## src/rtl/countdown_timer.sv

```systemverilog
// Loadable down-counter on the divided clock: counts load_val down to zero,
// supports pause/resume, then blinks the LEDs for a fixed number of ticks.
module countdown_timer #(
  parameter int WIDTH        = 4,
  parameter int BLINK_CYCLES = 8,
  parameter int SYNC_STAGES  = 2
) (
  input  logic             div_clk,
  input  logic             rst,
  input  logic [WIDTH-1:0] load_val,
  input  logic             start_btn,
  input  logic             pause_btn,
  output logic [WIDTH-1:0] led,
  output logic             running,
  output logic             done
);

  localparam int BW = (BLINK_CYCLES > 2) ? $clog2(BLINK_CYCLES) : 1;
  localparam logic [BW-1:0] BLINK_LAST = BW'(BLINK_CYCLES - 1);

  typedef enum logic [1:0] {
    ST_IDLE   = 2'd0,
    ST_RUN    = 2'd1,
    ST_PAUSED = 2'd2,
    ST_DONE   = 2'd3
  } state_t;

  state_t                 state_r, state_nxt_s;
  logic [WIDTH-1:0]       count_r, count_nxt_s;
  logic [BW-1:0]          blink_cnt_r, blink_cnt_nxt_s;
  logic                   blink_phase_r, blink_phase_nxt_s;
  logic [SYNC_STAGES-1:0] start_sync_r, pause_sync_r;
  logic                   start_prev_r, pause_prev_r;
  logic                   start_evt_s, pause_evt_s;

  // Button synchronizers plus previous-value flops for rising-edge detection
  always_ff @(posedge div_clk or posedge rst) begin
    if (rst) begin
      start_sync_r <= {SYNC_STAGES{1'b0}};
      pause_sync_r <= {SYNC_STAGES{1'b0}};
      start_prev_r <= 1'b0;
      pause_prev_r <= 1'b0;
    end else begin
      start_sync_r <= {start_sync_r[SYNC_STAGES-2:0], start_btn};
      pause_sync_r <= {pause_sync_r[SYNC_STAGES-2:0], pause_btn};
      start_prev_r <= start_sync_r[SYNC_STAGES-1];
      pause_prev_r <= pause_sync_r[SYNC_STAGES-1];
    end
  end

  assign start_evt_s = start_sync_r[SYNC_STAGES-1] & ~start_prev_r;
  assign pause_evt_s = pause_sync_r[SYNC_STAGES-1] & ~pause_prev_r;

  // State, counter and blink registers
  always_ff @(posedge div_clk or posedge rst) begin
    if (rst) begin
      state_r       <= ST_IDLE;
      count_r       <= {WIDTH{1'b0}};
      blink_cnt_r   <= {BW{1'b0}};
      blink_phase_r <= 1'b0;
    end else begin
      state_r       <= state_nxt_s;
      count_r       <= count_nxt_s;
      blink_cnt_r   <= blink_cnt_nxt_s;
      blink_phase_r <= blink_phase_nxt_s;
    end
  end

  // Next-state and next-counter decode
  always_comb begin
    state_nxt_s       = state_r;
    count_nxt_s       = count_r;
    blink_cnt_nxt_s   = blink_cnt_r;
    blink_phase_nxt_s = blink_phase_r;
    case (state_r)
      ST_IDLE: begin
        count_nxt_s = load_val;
        if (start_evt_s) begin
          if (load_val != {WIDTH{1'b0}}) begin
            state_nxt_s = ST_RUN;
          end else begin
            state_nxt_s       = ST_DONE;
            count_nxt_s       = {WIDTH{1'b0}};
            blink_cnt_nxt_s   = {BW{1'b0}};
            blink_phase_nxt_s = 1'b1;
          end
        end else begin
          state_nxt_s = ST_IDLE;
        end
      end
      ST_RUN: begin
        // pause wins over a simultaneous start and suppresses this edge's decrement
        if (pause_evt_s) begin
          state_nxt_s = ST_PAUSED;
        end else if (count_r <= WIDTH'(1)) begin
          state_nxt_s       = ST_DONE;
          count_nxt_s       = {WIDTH{1'b0}};
          blink_cnt_nxt_s   = {BW{1'b0}};
          blink_phase_nxt_s = 1'b1;
        end else begin
          count_nxt_s = count_r - WIDTH'(1);
        end
      end
      ST_PAUSED: begin
        if (start_evt_s || pause_evt_s) begin
          state_nxt_s = ST_RUN;
        end else begin
          state_nxt_s = ST_PAUSED;
        end
      end
      ST_DONE: begin
        blink_phase_nxt_s = ~blink_phase_r;
        blink_cnt_nxt_s   = blink_cnt_r + BW'(1);
        // leaving DONE reloads the preview so IDLE shows load_val straight away
        if (start_evt_s || (blink_cnt_r == BLINK_LAST)) begin
          state_nxt_s = ST_IDLE;
          count_nxt_s = load_val;
        end else begin
          state_nxt_s = ST_DONE;
        end
      end
      default: begin
        state_nxt_s       = ST_IDLE;
        count_nxt_s       = {WIDTH{1'b0}};
        blink_cnt_nxt_s   = {BW{1'b0}};
        blink_phase_nxt_s = 1'b0;
      end
    endcase
  end

  // Output decode from registered state
  always_comb begin
    led     = count_r;
    running = 1'b0;
    done    = 1'b0;
    case (state_r)
      ST_RUN: begin
        running = 1'b1;
      end
      ST_DONE: begin
        led  = {WIDTH{blink_phase_r}};
        done = 1'b1;
      end
      default: begin
        led = count_r;
      end
    endcase
  end

endmodule

```

## config.mk

```make
export PLATFORM = sky130hd
export DESIGN_NAME = countdown_timer
export DESIGN_NICKNAME = d
export VERILOG_FILES = /design/src/rtl/countdown_timer.sv
export SDC_FILE = /design/constraint.sdc
export NUM_CORES = 1
export LEC_CHECK = 0
export ABC_CLOCK_PERIOD_IN_PS = 2200
export BUFFER_PORTS_ARGS = -buffer_cell sky130_fd_sc_hd__buf_4
export CAP_MARGIN = 20
export CORE_MARGIN = 3
export CORE_UTILIZATION = 35
export CTS_CLUSTER_DIAMETER = 50
export DETAILED_ROUTE_END_ITERATION = 16
export SYNTH_ARGS = -nofsm -noshare
export SYNTH_HDL_FRONTEND = slang
export SYNTH_SLANG_ARGS = --single-unit
```

## constraint.sdc

```tcl
create_clock -name div_clk -period 2.2 [get_ports div_clk]
set_input_delay 0.22 -clock div_clk [delete_from_list [all_inputs] [get_ports div_clk]]
set_output_delay 0.22 -clock div_clk [all_outputs]
set_load 0.03 [all_outputs]
```

==> results.py <==
metrics = {
    "cts": {
        "clockBufferDepth": 2,
        "cts_setup_buffers": 0,
        "cts_buffers": 3,
        "cts_sinks": 16,
        "cts-root-buf": "clkbuf_4",
        "insertion_delay_ps": 280,
        "cts_hold_buffers": 0,
        "path_clk_slew_ps": 90,
        "cts_tree": "yes",
        "cts_resized": 0,
        "h-tree-depth": 1,
    },
    "drt": {
        "post_drt_via_cell_ratio": 4.905,
        "antenna_left": 0,
        "drt-total-wl_um": 1412,
        "drt-initial-drc-count": 5,
        "drc_errors": 0,
        "wl_per_cell_um": 12.17,
        "first_pass_iters": 4,
        "vias": 569,
    },
    "pwr": {
        "p_clk_share_pct": 12.0,
        "leakagePower_nw": 0.4739,
        "power_density_nw_per_um2": 1627,
        "p_sw_share_pct": 44.64,
        "switchingPower_mw": 0.7034,
        "power_frac_seq_pct": 32.4,
        "comb_power_share_pct": 55.5,
        "peakVddDrop_mv": 0.8906,
        "p_int_mw": 0.8724,
    },
    "floorplanning": {
        "die-area_um2": 2922,
        "die_y_um": 54.06,
        "fp-row-count": 16,
        "die_w_um": 54.06,
        "fp.coreArea_um2": 2062,
        "io_pins": 14,
        "start_util_pct": 39.20,
    },
    "global_route": {
        "grt_pass1_vias": 541,
        "grt_util_all_layers_pct": 11.29,
        "grt_max_degree": 17,
        "antenna_found_initial": 0,
        "grt_pass1_wl_um": 2380,
        "grt_overflow": 0,
    },
    "sta": {
        "finalCritPeriodShare_pct": 80.57,
        "max_freq_mhz": 564.1,
        "tightest_slew_ps": 599.2,
        "setup_slack_ps": 427.4,
        "finalCriticalPeriod_ps": 1773,
        "skew_ps": 4.107,
        "slew_headroom_pct": 60.01,
        "final_max_slew_viol_count": 0,
        "hold_viol": 0,
        "rsz0062_at_grt": "false",
        "setup_viol": 0,
        "tns_ps": 0,
    },
    "placement": {
        "dp_worst_setup_slack_ps": 510.1,
        "port_buffers": 13,
        "gp_congestion": 0.7893,
        "post-dp-hpwl_um": 1085,
    },
    "final_layout": {
        "num-fill-cells": 191,
        "nNetsFinal": 102,
        "num_antenna_cells": 0,
        "drive_gt1_share_pct": 25.84,
        "regArea_um2": 400.4,
        "multi_input_area_um2": 377.9,
        "area_growth_pct": 19.81,
    },
    "worst_setup_path": {
        "critPathArrivalTime_ps": 1550,
        "crit_type": "reg -> out",
        "required_ps": 1980,
        "crit_fanout": 8,
        "crit_path_end_kind": "output port",
        "setup.worst_path.start_class": "register",
    },
    "logic_synthesis": {
        "synth_area_leaders": "dfrtp_1 (50%), ha_1 (6.2%), a21oi_1 (3.7%), o21ai_0 (3.7%), a21o_1 (3.7%)",
        "syn_inst": 73,
        "synth_area_per_cell_um2": 11.07,
        "synthArstFlopShare_pct": 100.0,
        "yosysSeqAreaShare_pct": 49.54,
        "synth_top_area_share_pct": 49.54,
        "synth_edf_count": 0,
        "synth-main-ff-cell": "dfrtp_1",
        "yosys_warnings": 0,
        "ys_ff_latch": 16,
        "synth_nets": 85,
        "yosysTopAreaCell": "dfrtp_1",
        "synth_area_um2": 808.3,
        "ys_types": 28,
    },
    "min_path": {
        "hp-class": "in -> async",
    },
    "status": {
        "status": "finished clean",
    },
    "job": {
        "maxCapViolations": 0,
    },
}
[placed cells by master, fill, tap and decap left out, drive strengths merged]
cell type and count:
dfrtp 16, buf 13, a21oi 6, o21ai 6, inv 6, nor2 5
a21o 4, ha 4, nand2 4, clkbuf 4, nor2b 2, a22o 2
nor3 2, a2bb2oi 2, nand2b 2, mux2 2, a211oi 1, nor4 1
a211o 1, o31ai 1, nand4bb 1, nand4 1, o311ai 1, xnor2 1
and4b 1
[registers in the layout (all words and copies together) (netlist names)]
register / cells
start_prev_r: 1
count_r: 4
blink_phase_r: 1
blink_cnt_r: 3
state_r: 2
pause_prev_r: 1
start_sync_r: 2
pause_sync_r: 2
[worst paths after layout]
kind	start	endpoint	slack [ps]	depth (start not counted)
worst max-delay path	state_r[0]	led[3]	430	4
worst min-delay path	rst	start_sync_r[0]	0.4	2
worst max register to register	blink_cnt_r[0]	count_r[1]	510	4
worst min register to register	pause_sync_r[0]	pause_sync_r[1]	360	0
max in group asynchronous	rst	count_r[0]	1810	2
min in group div_clk	pause_btn	pause_sync_r[0]	40	1
[final cells by class]
| class | instances | area share [%] |
|---|---|---|
| sequential | 16 | 41.34 |
| multi-input combinational | 50 | 39.02 |
| timing repair buffer | 13 | 10.08 |
| clock buffer | 4 | 3.747 |
| tap | 27 | 3.488 |
| inverter | 6 | 2.326 |
[worst max-delay path, stage by stage, from the launching register on]
cell     delay [ps]
dfrtp_1         510
nand2_2         180
nor2_1          300
a21o_1          120
buf_4           150
[cell usage after synthesis, types with 2 or more instances]
master and n:
a22o_1 2, inv_1 5, nor2_1 5, dfrtp_1 16, a2bb2oi_1 2, ha_1 4
nor3_1 2, a21oi_1 6, nand2_1 3, nor2b_1 2, a21o_1 4, o21ai_0 6
[power by group through the flow]
stage / clock network (mW) / logic, mW / registers, mW
2_1_floorplan: 0 / 0.688 / 0.474
3_3_place_gp: 0 / 0.880 / 0.515
3_5_place_dp: 0 / 0.874 / 0.519
4_1_cts: 0.198 / 0.882 / 0.511
5_1_grt: 0.214 / 0.960 / 0.530
6_report: 0.190 / 0.875 / 0.511
[cells by family (layout without fill, tap and decap cells)]
| group | after synthesis | after routing | share of synthesized area [%] |
|---|---|---|---|
| compound gates | 24 | 24 | 23.38 |
| xor+xnor | 1 | 1 | 1.084 |
| simple gates | 19 | 19 | 13.31 |
| mux | 2 | 2 | 2.786 |
| flops | 16 | 16 | 49.54 |
| buf+inv | 7 | 23 | 3.715 |
| fa+ha+maj | 4 | 4 | 6.192 |
[per-stage QoR]
step           utilization (%)  hold WS (ps)  instances  power (mW)  area, um2
5_1_grt                  46.97         26.71        116       1.704      968.4
2_1_floorplan                -         133.7         73       1.162      808.3
3_3_place_gp             45.21         322.6        112       1.395      932.1
6_report                 46.97        0.3745        116       1.576      968.4
4_1_cts                  46.97         14.38        116       1.592      968.4
3_5_place_dp             45.21         328.3        112       1.394      932.1
[per-layer routing]
layer / wire (um) / part of all wire, % / global-route usage [%] / vias up
li1: - / - / - / 297
met1: 742 / 53 / 17.38 / 263
met2: 617 / 44 / 15.12 / 9
met3: 52 / 3.7 / 1.939 / 0
met4: 0 / 0 / 4.979 / 0
met5: 0 / 0 / 0 / -
No activity file was read; power rests on OpenSTA's default activity.
